$ cat src/rtl/alu_arbiter.sv
// Two-requester round-robin arbiter in front of a shared combinational ALU.
// Holds one op in flight: grant/accept in IDLE, drive the ALU in ISSUE, hold the result in RESP.
module alu_arbiter #(
  parameter int unsigned CNT_W = 16
) (
  input  logic             clk,
  input  logic             rst_n,
  input  logic             req0_valid,
  output logic             req0_ready,
  input  logic [31:0]      req0_a,
  input  logic [31:0]      req0_b,
  input  logic [5:0]       req0_fn,
  input  logic             req1_valid,
  output logic             req1_ready,
  input  logic [31:0]      req1_a,
  input  logic [31:0]      req1_b,
  input  logic [5:0]       req1_fn,
  output logic [31:0]      alu_a,
  output logic [31:0]      alu_b,
  output logic [5:0]       alu_fn,
  input  logic [31:0]      alu_otp,
  input  logic             alu_zero,
  input  logic             alu_ovf,
  output logic             rsp_valid,
  input  logic             rsp_ready,
  output logic             rsp_id,
  output logic [31:0]      rsp_data,
  output logic             rsp_zero,
  output logic             rsp_ovf,
  output logic             rsp_err,
  output logic             busy,
  output logic [CNT_W-1:0] op_count
);

  typedef enum logic [1:0] {IDLE, ISSUE, RESP} state_e;

  state_e             state_q, state_d;
  logic               ptr_q, ptr_d;
  logic               rdy0_q, rdy0_d;
  logic               rdy1_q, rdy1_d;
  logic [31:0]        alu_a_q, alu_a_d;
  logic [31:0]        alu_b_q, alu_b_d;
  logic [5:0]         alu_fn_q, alu_fn_d;
  logic               op_id_q, op_id_d;
  logic               op_err_q, op_err_d;
  logic               rsp_valid_q, rsp_valid_d;
  logic               rsp_id_q, rsp_id_d;
  logic [31:0]        rsp_data_q, rsp_data_d;
  logic               rsp_zero_q, rsp_zero_d;
  logic               rsp_ovf_q, rsp_ovf_d;
  logic               rsp_err_q, rsp_err_d;
  logic               busy_q, busy_d;
  logic [CNT_W-1:0]   cnt_q, cnt_d;

  logic [31:0]        sel_a, sel_b;
  logic [5:0]         sel_fn;
  logic               sel_legal;
  logic               accept;

  function automatic logic fn_legal(input logic [5:0] fn);
    case (fn)
      6'b000000, 6'b000001, 6'b000010,
      6'b000100, 6'b000101, 6'b000110,
      6'b001000, 6'b001001, 6'b001011: fn_legal = 1'b1;
      default:                         fn_legal = 1'b0;
    endcase
  endfunction

  // Operands of whichever requester currently holds the ready pulse
  always_comb begin
    sel_a     = rdy1_q ? req1_a  : req0_a;
    sel_b     = rdy1_q ? req1_b  : req0_b;
    sel_fn    = rdy1_q ? req1_fn : req0_fn;
    sel_legal = fn_legal(sel_fn);
    accept    = (rdy0_q && req0_valid) || (rdy1_q && req1_valid);
  end

  always_comb begin
    state_d     = state_q;
    ptr_d       = ptr_q;
    rdy0_d      = 1'b0;
    rdy1_d      = 1'b0;
    alu_a_d     = alu_a_q;
    alu_b_d     = alu_b_q;
    alu_fn_d    = alu_fn_q;
    op_id_d     = op_id_q;
    op_err_d    = op_err_q;
    rsp_valid_d = rsp_valid_q;
    rsp_id_d    = rsp_id_q;
    rsp_data_d  = rsp_data_q;
    rsp_zero_d  = rsp_zero_q;
    rsp_ovf_d   = rsp_ovf_q;
    rsp_err_d   = rsp_err_q;
    cnt_d       = cnt_q;

    unique case (state_q)
      IDLE: begin
        if (accept) begin
          // Illegal opcodes still issue, but with the ALU inputs zeroed
          alu_a_d  = sel_legal ? sel_a  : 32'd0;
          alu_b_d  = sel_legal ? sel_b  : 32'd0;
          alu_fn_d = sel_legal ? sel_fn : 6'd0;
          op_id_d  = rdy1_q;
          op_err_d = !sel_legal;
          state_d  = ISSUE;
        end else if (req0_valid && req1_valid) begin
          rdy1_d = ptr_q;
          rdy0_d = !ptr_q;
        end else begin
          rdy0_d = req0_valid;
          rdy1_d = req1_valid;
        end
      end
      ISSUE: begin
        rsp_valid_d = 1'b1;
        rsp_id_d    = op_id_q;
        rsp_data_d  = op_err_q ? 32'd0 : alu_otp;
        rsp_zero_d  = op_err_q ? 1'b1  : alu_zero;
        rsp_ovf_d   = op_err_q ? 1'b0  : alu_ovf;
        rsp_err_d   = op_err_q;
        state_d     = RESP;
      end
      RESP: begin
        if (rsp_ready) begin
          rsp_valid_d = 1'b0;
          ptr_d       = !ptr_q;
          if (cnt_q != '1) cnt_d = cnt_q + CNT_W'(1);
          state_d     = IDLE;
        end
      end
      default: state_d = IDLE;
    endcase

    busy_d = (state_d != IDLE);
  end

  always_ff @(posedge clk or negedge rst_n) begin
    if (!rst_n) begin
      state_q     <= IDLE;
      ptr_q       <= 1'b0;
      rdy0_q      <= 1'b0;
      rdy1_q      <= 1'b0;
      alu_a_q     <= 32'd0;
      alu_b_q     <= 32'd0;
      alu_fn_q    <= 6'd0;
      op_id_q     <= 1'b0;
      op_err_q    <= 1'b0;
      rsp_valid_q <= 1'b0;
      rsp_id_q    <= 1'b0;
      rsp_data_q  <= 32'd0;
      rsp_zero_q  <= 1'b0;
      rsp_ovf_q   <= 1'b0;
      rsp_err_q   <= 1'b0;
      busy_q      <= 1'b0;
      cnt_q       <= '0;
    end else begin
      state_q     <= state_d;
      ptr_q       <= ptr_d;
      rdy0_q      <= rdy0_d;
      rdy1_q      <= rdy1_d;
      alu_a_q     <= alu_a_d;
      alu_b_q     <= alu_b_d;
      alu_fn_q    <= alu_fn_d;
      op_id_q     <= op_id_d;
      op_err_q    <= op_err_d;
      rsp_valid_q <= rsp_valid_d;
      rsp_id_q    <= rsp_id_d;
      rsp_data_q  <= rsp_data_d;
      rsp_zero_q  <= rsp_zero_d;
      rsp_ovf_q   <= rsp_ovf_d;
      rsp_err_q   <= rsp_err_d;
      busy_q      <= busy_d;
      cnt_q       <= cnt_d;
    end
  end

  assign req0_ready = rdy0_q;
  assign req1_ready = rdy1_q;
  assign alu_a      = alu_a_q;
  assign alu_b      = alu_b_q;
  assign alu_fn     = alu_fn_q;
  assign rsp_valid  = rsp_valid_q;
  assign rsp_id     = rsp_id_q;
  assign rsp_data   = rsp_data_q;
  assign rsp_zero   = rsp_zero_q;
  assign rsp_ovf    = rsp_ovf_q;
  assign rsp_err    = rsp_err_q;
  assign busy       = busy_q;
  assign op_count   = cnt_q;

endmodule

$ cat config.mk
export PLATFORM = sky130hd
export DESIGN_NAME = alu_arbiter
export DESIGN_NICKNAME = d
export VERILOG_FILES = /design/src/rtl/alu_arbiter.sv
export SDC_FILE = /design/constraint.sdc
export NUM_CORES = 1
export LEC_CHECK = 0
export ABC_AREA = 1
export CORE_ASPECT_RATIO = 1.1
export CORE_MARGIN = 2
export CORE_UTILIZATION = 44
export CTS_BUF_LIST = sky130_fd_sc_hd__clkbuf_16
export DETAILED_ROUTE_END_ITERATION = 6
export HOLD_SLACK_MARGIN = 0.12
export PLACE_DENSITY = 0.83
export SYNTH_ARGS = -nofsm -noshare
export SYNTH_HDL_FRONTEND = slang
export SYNTH_SLANG_ARGS = --single-unit
$ cat constraint.sdc
create_clock -name clk -period 3.2 [get_ports clk]
set_input_delay 0.96 -clock clk [delete_from_list [all_inputs] [get_ports clk]]
set_output_delay 0.96 -clock clk [all_outputs]
set_load 0.03 [all_outputs]
Word-level counts from Yosys, hierarchy flattened
Memory sizes are Yosys's and may differ from the RTL's.
Cells that the tools add are included.
Word-level totals
  input bits: 179
  bits in registers: 131
  logic and storage cells: 58
  memories: 1
  bits in read-only memories: 16
Memories
  (name not given): words 16, bits a word 1, read ports 1, clocked after Yosys merged registers in 0, write ports 0, RTL line 61  | case (fn)
Operators by class
  $add $sub $neg: 1
  reductions and logical operators: 14
  multiplexer cells: 21
  eq/ne operators: 4
Operator list (number)
  32-bit 2-to-1 mux: 5
  16-bit by 1-bit adder with 16-bit output (second input constant): 1
  16-bit != test (second input constant): 1
  6-bit 2-to-1 mux: 2
  1-bit 2-to-1 mux: 10
  2-bit one-hot mux with 3 select lines: 1
  2-bit AND reduction: 3
  2-bit logical NOT: 2
  2-bit 2-to-1 mux: 2
  2-bit nonzero test: 2
  1-bit logical AND: 3
  3-bit AND reduction: 1
  2-bit by 1-bit equality test with 1-bit output (second input constant): 1
  2-bit equality test (second input constant): 1
  1-bit logical NOT: 2
  2-bit != test (second input constant): 1
  1-bit one-hot mux with 2 select lines: 1
  1-bit logical OR: 1

Logic depth before layout (Yosys ltp)
Gate-level depths: netlist of the first run.
  depth in word-level cells: 5
  mapped depth: 11

Worst setup path after synthesis of the first run
No wires, ideal clock.
  path type: input to register
  from: input req0_valid
  to: register alu_a_q[26], in the netlist alu_a[26]
  cell stages on the path: 10
  setup slack: 1311 ps
  arrival: 1824 ps
  buffers on the path: 2
  path through: nand2_1 > nand2_1 > inv_2 > nor2_8 > nand2_4 > nor2_4 > buf_6 > buf_8 > nand3_2 > nand2_1
On the way
  cells in the longest elaborated chain, start to end: 3
RTL lines
  start: declaration: RTL line 8  | input logic req0_valid,
  1-bit logical AND: RTL line 75  | accept = (rdy0_q && req0_valid) || (rdy1_q && req1_valid);
  1-bit logical OR: RTL line 75
  2-bit AND reduction (no source line)
  end signal: assignment: RTL line 161  | alu_a_q <= alu_a_d;
  end: declaration: RTL line 41  | logic [31:0] alu_a_q, alu_a_d;
Every way passes these cells.
A chain may end at the register's enable or synchronous reset.

Worst setup path after layout of the first run
  from: register rdy1_q, in the netlist req1_ready
  to: output req1_ready
RTL lines
  start: declaration: RTL line 40  | logic rdy1_q, rdy1_d;
  start signal: assignment: RTL line 160  | rdy1_q <= rdy1_d;
  end: declaration: RTL line 14  | output logic req1_ready,
No word-level cell between the ends.

==> flow_summary.toml, run 1 <==
[pwr]
power.share.switching_pct = 42.69
psw_w = 0.003956
power_density_mw_per_mm2 = 924.8
p_seq_share_pct = 29.8
total_leakage_power_nw = 4.894
internal_power_w = 0.005311
clock_power_share_pct = 21.2
combPwrFrac_pct = 49.0
worst_vdd_rail_ir_drop_v = 0.0004751

[synth]
largest_family_of_logic_cells_by_synthesized_area = "simple AND/OR/NAND/NOR gates"
post_synthesis_share_of_cell_area_spent_on_xor_and_xnor_gates_pct = 1.257
synth-compound-area-share_pct = 6.065
seq_area_frac_synth_pct = 52.27
ys_ff_latch = 131
instance_count_of_the_mapped_netlist = 795
synth_simple_gate_area_share_pct = 34.96
synth-warning-count = 0
syn_area_mm2 = 0.006271
synth_fp_nets = 975
muxShareOfSynthArea_pct = 0
syn_area_per_cell_um2 = 7.888
synth_adder_area_share_pct = 0.1995
synth_cell_types = 27

[timing]
max_freq_mhz = 362.4
rsz_0062_raised_after_global_routing = "no"
layout_worst_path_cycle_share_pct = 86.22
tns_ns = 0
timing.final.setup_violations = 0
final_period_minus_worst_setup_slack_ns = 2.759
timing_worst_slew_pin_value_ns = 1.162
report.final.slew_viol_count = 0
timing.max_slew.rel_slack_pct = 22.56
final.setup_skew_ns = 0.01095
hold_viol_final = 0

[place]
placed_area_mm2 = 0.009428
placement.io_buffers = 304
post-dp-hpwl_um = 14410
globalplace.congestion = 0.8568

[critical_path]
worst_path_max_delay_cell = "sky130_fd_sc_hd__clkdlybuf4s50_1"
cp.arrival_ns = 1.80
timing.critical_path.max_delay_family = "buffers and inverters"
crit_path_max_incr_delay_ns = 0.76
worst_ep_required_time_ns = 2.24
worstSetupStartpointType = "flip-flop"
worstPathBufferInverterCount = 1
crit_type = "flip-flop to output pin"
setup.worst_path.end_class = "output pin"
worst-path-max-fanout = 21
crit_path_cell_trace = "clkdlybuf4s50_1"

[clock_tree]
cts-root-buf = "sky130_fd_sc_hd__clkbuf_16"
cts-resized-gates = 0
clk_transition_reported_paths_ns = 0.06
ctsLongestPathBuffers = 2
cts_sinks = 131
buffers_inserted_during_post_cts_setup_optimization = 0
cts-hold-fix-buffers = 0
clock_latency_ns = 0.41
htreeDepth = 4
cts_buffers = 17
cts_tree = "done"

[route]
vias = 6365
wl_um = 20090
final_antenna_net_count = 0
wl_per_cell_um = 15.62
detailedRoute.firstIterationViolations = 281
via_per_inst = 4.949
drt_drc_violations_left = 0
detailedRoute.firstPassIterationCount = 4

[floorplan]
die_height_um = 129.2
initial_core_util_pct = 45.28
placeableCoreArea_mm2 = 0.01385
die_w_um = 117.8
die_area_mm2 = 0.01522
placement_rows = 45
ios = 305

[cells_and_area]
drive_gt1_share_pct = 5.743
multi_input_comb_area_mm2 = 0.002664
finish.utilization_pct = 72.35
design_area_mm2 = 0.01002
final-seq-area_mm2 = 0.003279
total_nets_final = 1264
final.fill_count = 1076
area_growth_syn_to_layout_pct = 59.80

[hold_path]
hp-class = "flip-flop to flip-flop"

[grt]
grt_first_pass_wirelength_um = 32050
globalRoute.totalOverflow = 0
pin_count_of_the_biggest_net_entering_global_routing = 69
grt_pass1_vias = 6207
grt_antenna_before_repair = 1
grt.total_usage_pct = 26.83

[flow_run]
max-cap-violations = 0

[run_status]
run_status = "complete, no violations"
[layout by cell type (no fill, tap or decap)]
cell type / count
sky130_fd_sc_hd__buf_4: 9
sky130_fd_sc_hd__a22o_1: 33
sky130_fd_sc_hd__nand2_1: 421
sky130_fd_sc_hd__buf_6: 1
sky130_fd_sc_hd__clkinv_1: 3
sky130_fd_sc_hd__nor2_2: 1
sky130_fd_sc_hd__o21ai_0: 10
sky130_fd_sc_hd__nand2_4: 1
sky130_fd_sc_hd__ha_1: 1
sky130_fd_sc_hd__clkdlybuf4s50_1: 303
sky130_fd_sc_hd__inv_6: 2
sky130_fd_sc_hd__clkbuf_16: 17
sky130_fd_sc_hd__clkinvlp_4: 3
sky130_fd_sc_hd__xor2_1: 9
sky130_fd_sc_hd__diode_2: 1
sky130_fd_sc_hd__dfrtp_2: 1
sky130_fd_sc_hd__buf_12: 2
sky130_fd_sc_hd__bufinv_16: 3
sky130_fd_sc_hd__inv_1: 21
sky130_fd_sc_hd__inv_2: 5
sky130_fd_sc_hd__nand3_1: 64
sky130_fd_sc_hd__o22ai_1: 1
sky130_fd_sc_hd__nand3_2: 11
sky130_fd_sc_hd__clkinv_4: 1
sky130_fd_sc_hd__o21ai_1: 6
sky130_fd_sc_hd__nor2_8: 1
sky130_fd_sc_hd__nand4_1: 4
sky130_fd_sc_hd__nor2_1: 27
sky130_fd_sc_hd__a21oi_1: 1
sky130_fd_sc_hd__nor2_4: 1
sky130_fd_sc_hd__dfrtp_1: 130
sky130_fd_sc_hd__or2_2: 1
sky130_fd_sc_hd__clkinv_2: 3
[per-layer routing]
layer  global-route usage, %  wire length [um]  up-vias
met4                   10.99               646        0
met5                       0                 0        -
met3                   11.00              1960       49
li1                        -                 -     3091
met1                   31.71              7957     2942
met2                   43.88              9523      283
[sequential cells by signal, summed over array words and instances (netlist names)]
name        count
rsp_data       32
op_err_q        1
rsp_id          1
busy            1
ptr_q           1
state_q         2
rsp_err         1
rsp_zero        1
alu_a          32
alu_b          32
rsp_valid       1
alu_fn          6
req0_ready      1
op_count       16
req1_ready      1
rsp_ovf         1
op_id_q         1
[stage by stage]
step / hold slack (ns) / setup WS (ns) / instances / power, W
floorplan: 0.4365 / 1.311 / 795 / 0.005362
global placement: 0.4605 / 0.3463 / 1253 / 0.007262
detailed placement: 0.4607 / 0.3192 / 1253 / 0.007323
CTS: 0.4725 / 0.4214 / 1285 / 0.009318
global route: 0.4815 / 0.3778 / 1285 / 0.009788
finish: 0.4684 / 0.4408 / 1286 / 0.009267
[kinds of logic (layout without fill, tap and decap cells)]
| kind of cell | after synthesis | after routing |
|---|---|---|
| buffers and inverters | 71 | 373 |
| AOI/OAI and AO/OA | 51 | 51 |
| adders and majority gates | 1 | 1 |
| DFF | 131 | 131 |
| and+or+nand+nor | 532 | 532 |
| xor gates and xnor gates | 9 | 9 |
| other | 0 | 1 |
[synth_stat cells]
| cell type | instances | area, um2 |
|---|---|---|
| sky130_fd_sc_hd__buf_4 | 2 | 15.01 |
| sky130_fd_sc_hd__buf_1 | 5 | 18.77 |
| sky130_fd_sc_hd__buf_2 | 23 | 115.1 |
| sky130_fd_sc_hd__nand4_1 | 4 | 25.02 |
| sky130_fd_sc_hd__o21ai_0 | 10 | 50.05 |
| sky130_fd_sc_hd__clkbuf_1 | 12 | 45.04 |
| sky130_fd_sc_hd__nand2_1 | 421 | 1580 |
| sky130_fd_sc_hd__nor2_1 | 27 | 101.4 |
| sky130_fd_sc_hd__buf_6 | 2 | 22.52 |
| sky130_fd_sc_hd__nor2_8 | 1 | 20.02 |
| sky130_fd_sc_hd__dfrtp_1 | 131 | 3278 |
| sky130_fd_sc_hd__buf_8 | 1 | 15.01 |
| sky130_fd_sc_hd__inv_1 | 20 | 75.07 |
| sky130_fd_sc_hd__nand2_4 | 1 | 11.26 |
| sky130_fd_sc_hd__o21ai_1 | 6 | 30.03 |
| sky130_fd_sc_hd__xor2_1 | 9 | 78.83 |
| sky130_fd_sc_hd__nor2_4 | 1 | 11.26 |
| sky130_fd_sc_hd__a21oi_1 | 1 | 5.000 |
| sky130_fd_sc_hd__ha_1 | 1 | 12.51 |
| sky130_fd_sc_hd__a22o_1 | 33 | 289.0 |
| sky130_fd_sc_hd__nor2_2 | 1 | 6.260 |
| sky130_fd_sc_hd__inv_2 | 5 | 18.77 |
| sky130_fd_sc_hd__or2_2 | 1 | 6.260 |
| sky130_fd_sc_hd__nand3_1 | 64 | 320.3 |
| sky130_fd_sc_hd__nand3_2 | 11 | 110.1 |
| sky130_fd_sc_hd__clkinv_1 | 1 | 3.750 |
| sky130_fd_sc_hd__o22ai_1 | 1 | 6.260 |
[cell type report]
type                            count  share of cell area [%]
Multi-Input combinational cell    593                   26.58
Clock buffer                       17                   4.245
Sequential cell                   131                   32.73
Tap cell                          188                   2.347
Inverter                           26                  0.9739
Clock inverter                     15                   1.648
Timing Repair Buffer              315                   31.45
Antenna cell                        1                 0.02497
[worst paths after layout]
| kind | startpoint | to | slack [ns] | cells past startpoint |
|---|---|---|---|---|
| worst max-delay path | req1_ready | req1_ready | 0.44 | 1 |
| worst min register to register | ptr_q | ptr_q | 0.47 | 1 |
| worst max register to register | req1_ready | alu_a[19] | 0.71 | 9 |
| min in group asynchronous | rst_n | op_count[8] | 0.50 | 1 |
| max in group asynchronous | rst_n | req1_ready | 1.91 | 2 |
| worst min-delay path | ptr_q | ptr_q | 0.47 | 1 |
[power by group through the flow]
stage	clock (W)	sequential [W]	combinational [W]
2_1_floorplan	0	0.00393	0.00143
3_5_place_dp	0	0.00276	0.00457
5_1_grt	0.00206	0.00285	0.00488
3_3_place_gp	0	0.00275	0.00451
6_report	0.00196	0.00276	0.00454
4_1_cts	0.00198	0.00276	0.00458
Power figures use the tool's default switching activity.
==> run 2: changes to the inputs <==
--- a/config.mk
+++ b/config.mk
@@ -7,7 +7,6 @@
 export LEC_CHECK = 0
 export ABC_AREA = 1
 export CORE_ASPECT_RATIO = 1.1
-export CORE_MARGIN = 2
 export CORE_UTILIZATION = 44
 export CTS_BUF_LIST = sky130_fd_sc_hd__clkbuf_16
 export DETAILED_ROUTE_END_ITERATION = 6
==> constraint.sdc (replaced) <==
create_clock -name clk -period 3.2 [get_ports clk]
set_input_delay 0.96 -clock clk [delete_from_list [all_inputs] [get_ports clk]]
set_output_delay 0.96 -clock clk [all_outputs]
set_load 0.01 [all_outputs]
==> run 2 against run 1 <==
Against the previous run:
- combinational power decreased by 20%
- fmax rose by 12%
- cell count is 0.16% lower
- setup slack gained 0.30 ns
- sequential share of layout area increased by 0.10 points
- wire length down 5.6%
- count of clock-buffer cells in the layout stayed put
- worst hold slack better by 0.0092 ns
- via count is 1.0% lower
- cell area fell by 0.31%
- die area is 3.2% lower
- flip-flop and latch count did not move
- critical path type is now input pin to flip-flop
==> flow_summary.toml, run 2 (synthesis results as in run 1) <==
[run_status]
run_status = "complete, no violations"

[pwr]
internal_power_w = 0.005178
power_density_mw_per_mm2 = 817.3
psw_w = 0.002986
p_seq_share_pct = 33.4
total_leakage_power_nw = 4.876
worst_vdd_rail_ir_drop_v = 0.0004540
power.share.switching_pct = 36.58
combPwrFrac_pct = 44.3
clock_power_share_pct = 22.3

[timing]
layout_worst_path_cycle_share_pct = 77.00
timing_worst_slew_pin_value_ns = 1.154
hold_viol_final = 0
tns_ns = 0
final.setup_skew_ns = 0.01019
final_period_minus_worst_setup_slack_ns = 2.464
report.final.slew_viol_count = 0
max_freq_mhz = 405.8
rsz_0062_raised_after_global_routing = "no"
fin_hold_ws_ns = 0.4776
timing.final.setup_violations = 0
timing.max_slew.rel_slack_pct = 22.92

[cells_and_area]
final.fill_count = 1077
design_area_mm2 = 0.009990
drive_gt1_share_pct = 5.839
mostFrequentLayoutCell = "sky130_fd_sc_hd__nand2_1"
instances_no_fill = 1284
finish.utilization_pct = 72.12
total_nets_final = 1263
multi_input_comb_area_mm2 = 0.002664
ant_diodes = 0
mostFrequentLayoutCells = "sky130_fd_sc_hd__nand2_1 (421), sky130_fd_sc_hd__clkdlybuf4s50_1 (303), sky130_fd_sc_hd__dfrtp_1 (130)"
final-seq-area_mm2 = 0.003279
area_growth_syn_to_layout_pct = 59.30

[place]
placement.io_buffers = 304
post-dp-hpwl_um = 13730
placed_cells = 1252
placed_area_mm2 = 0.009433
globalplace.congestion = 0.9047

[critical_path]
crit_path_max_incr_delay_ns = 0.83
cp_common_cell = "sky130_fd_sc_hd__nand2_1"
worstSetupStartpointType = "input pin"
worst-path-max-fanout = 68
crit_path_cell_trace = "clkdlybuf4s50_1 -> nand2_1 -> nand2_1 -> inv_2 -> nor2_8 -> inv_2 -> nand2_1 -> nand2_1"
cp.arrival_ns = 2.80
worst_path_max_delay_cell = "sky130_fd_sc_hd__inv_2"
worst_ep_required_time_ns = 3.54
setup.worst_path.end_class = "flip-flop"
crit_type = "input pin to flip-flop"
worstPathBufferInverterCount = 3
timing.critical_path.max_delay_family = "buffers and inverters"

[clock_tree]
cts_sinks = 131
htreeDepth = 4
cts-hold-fix-buffers = 0
ctsLongestPathBuffers = 2
cts_tree = "done"
buffers_inserted_during_post_cts_setup_optimization = 0
clk_transition_reported_paths_ns = 0.06
cts-resized-gates = 0
cts_buffers = 17
cts-root-buf = "sky130_fd_sc_hd__clkbuf_16"
clock_latency_ns = 0.41

[route]
vias = 6299
wl_per_cell_um = 14.77
final_antenna_net_count = 0
drt_drc_violations_left = 0
via_per_inst = 4.906
detailedRoute.firstPassIterationCount = 5
detailedRoute.firstIterationViolations = 407
wl_um = 18970

[grt]
grt.total_usage_pct = 26.27
busiest_layer = "met2"
globalRoute.totalOverflow = 0
grt_antenna_before_repair = 1
pin_count_of_the_biggest_net_entering_global_routing = 70
grt_use_met2_pct = 43.73
grt_first_pass_wirelength_um = 29810
grt_pass1_vias = 5904
grt.met3_usage_pct = 10.58
global_route.usage.met1_pct = 30.57

[floorplan]
ios = 305
initial_core_util_pct = 45.28
die_area_mm2 = 0.01473
placement_rows = 45
placeableCoreArea_mm2 = 0.01385
die_w_um = 115.8
die_height_um = 127.2

[hold_path]
hp-class = "flip-flop to flip-flop"

[flow_run]
max-cap-violations = 0
[run 2: layout make-up]
cell class / count / share of cell area (%)
tap: 188 / 2.355
sequential: 131 / 32.83
timing repair buffer: 314 / 31.60
clock inverter: 15 / 1.315
clock buffer: 17 / 4.259
inverter: 26 / 0.9770
multi-input combinational: 593 / 26.67
[run 2: through the flow]
stage,total power (W),setup slack [ns]
2_1_floorplan,0.004412,1.323
3_3_place_gp,0.006294,0.3735
3_5_place_dp,0.006371,0.3382
4_1_cts,0.008239,0.7608
5_1_grt,0.008686,0.5303
6_report,0.008165,0.7360
[run 2: worst paths after layout]
path | end | start | cells after the start | slack [ns]
worst max-delay path | alu_fn[2] | req0_valid | 8 | 0.74
worst min-delay path | alu_b[31] | alu_b[31] | 2 | 0.48
worst max register to register | alu_a[23] | req1_ready | 8 | 1.17
worst min register to register | alu_b[31] | alu_b[31] | 2 | 0.48
max in group asynchronous | alu_a[15] | rst_n | 2 | 1.94
min in group asynchronous | rsp_data[25] | rst_n | 1 | 0.50
[run 2: per-layer routing]
layer | vias up | wire, um
li1 | 3094 | -
met1 | 2876 | 7211
met2 | 281 | 9154
met3 | 46 | 2122
met4 | 2 | 465
met5 | - | 13
[run 2: power groups by stage]
stage	Sequential (W)	Combinational, W	Clock (W)
after floorplan	0.00298	0.00143	0
after global placement	0.00272	0.00357	0
after detailed placement	0.00273	0.00364	0
after CTS	0.00273	0.00366	0.00185
after global routing	0.00281	0.00394	0.00194
final	0.00273	0.00362	0.00182
[run 2: tightest hold or removal path: cells and delay by family, from the launching register on]
family / cells / cell delay (ns)
and+or+nand+nor: 2 / 0.10
DFF: 1 / 0.34
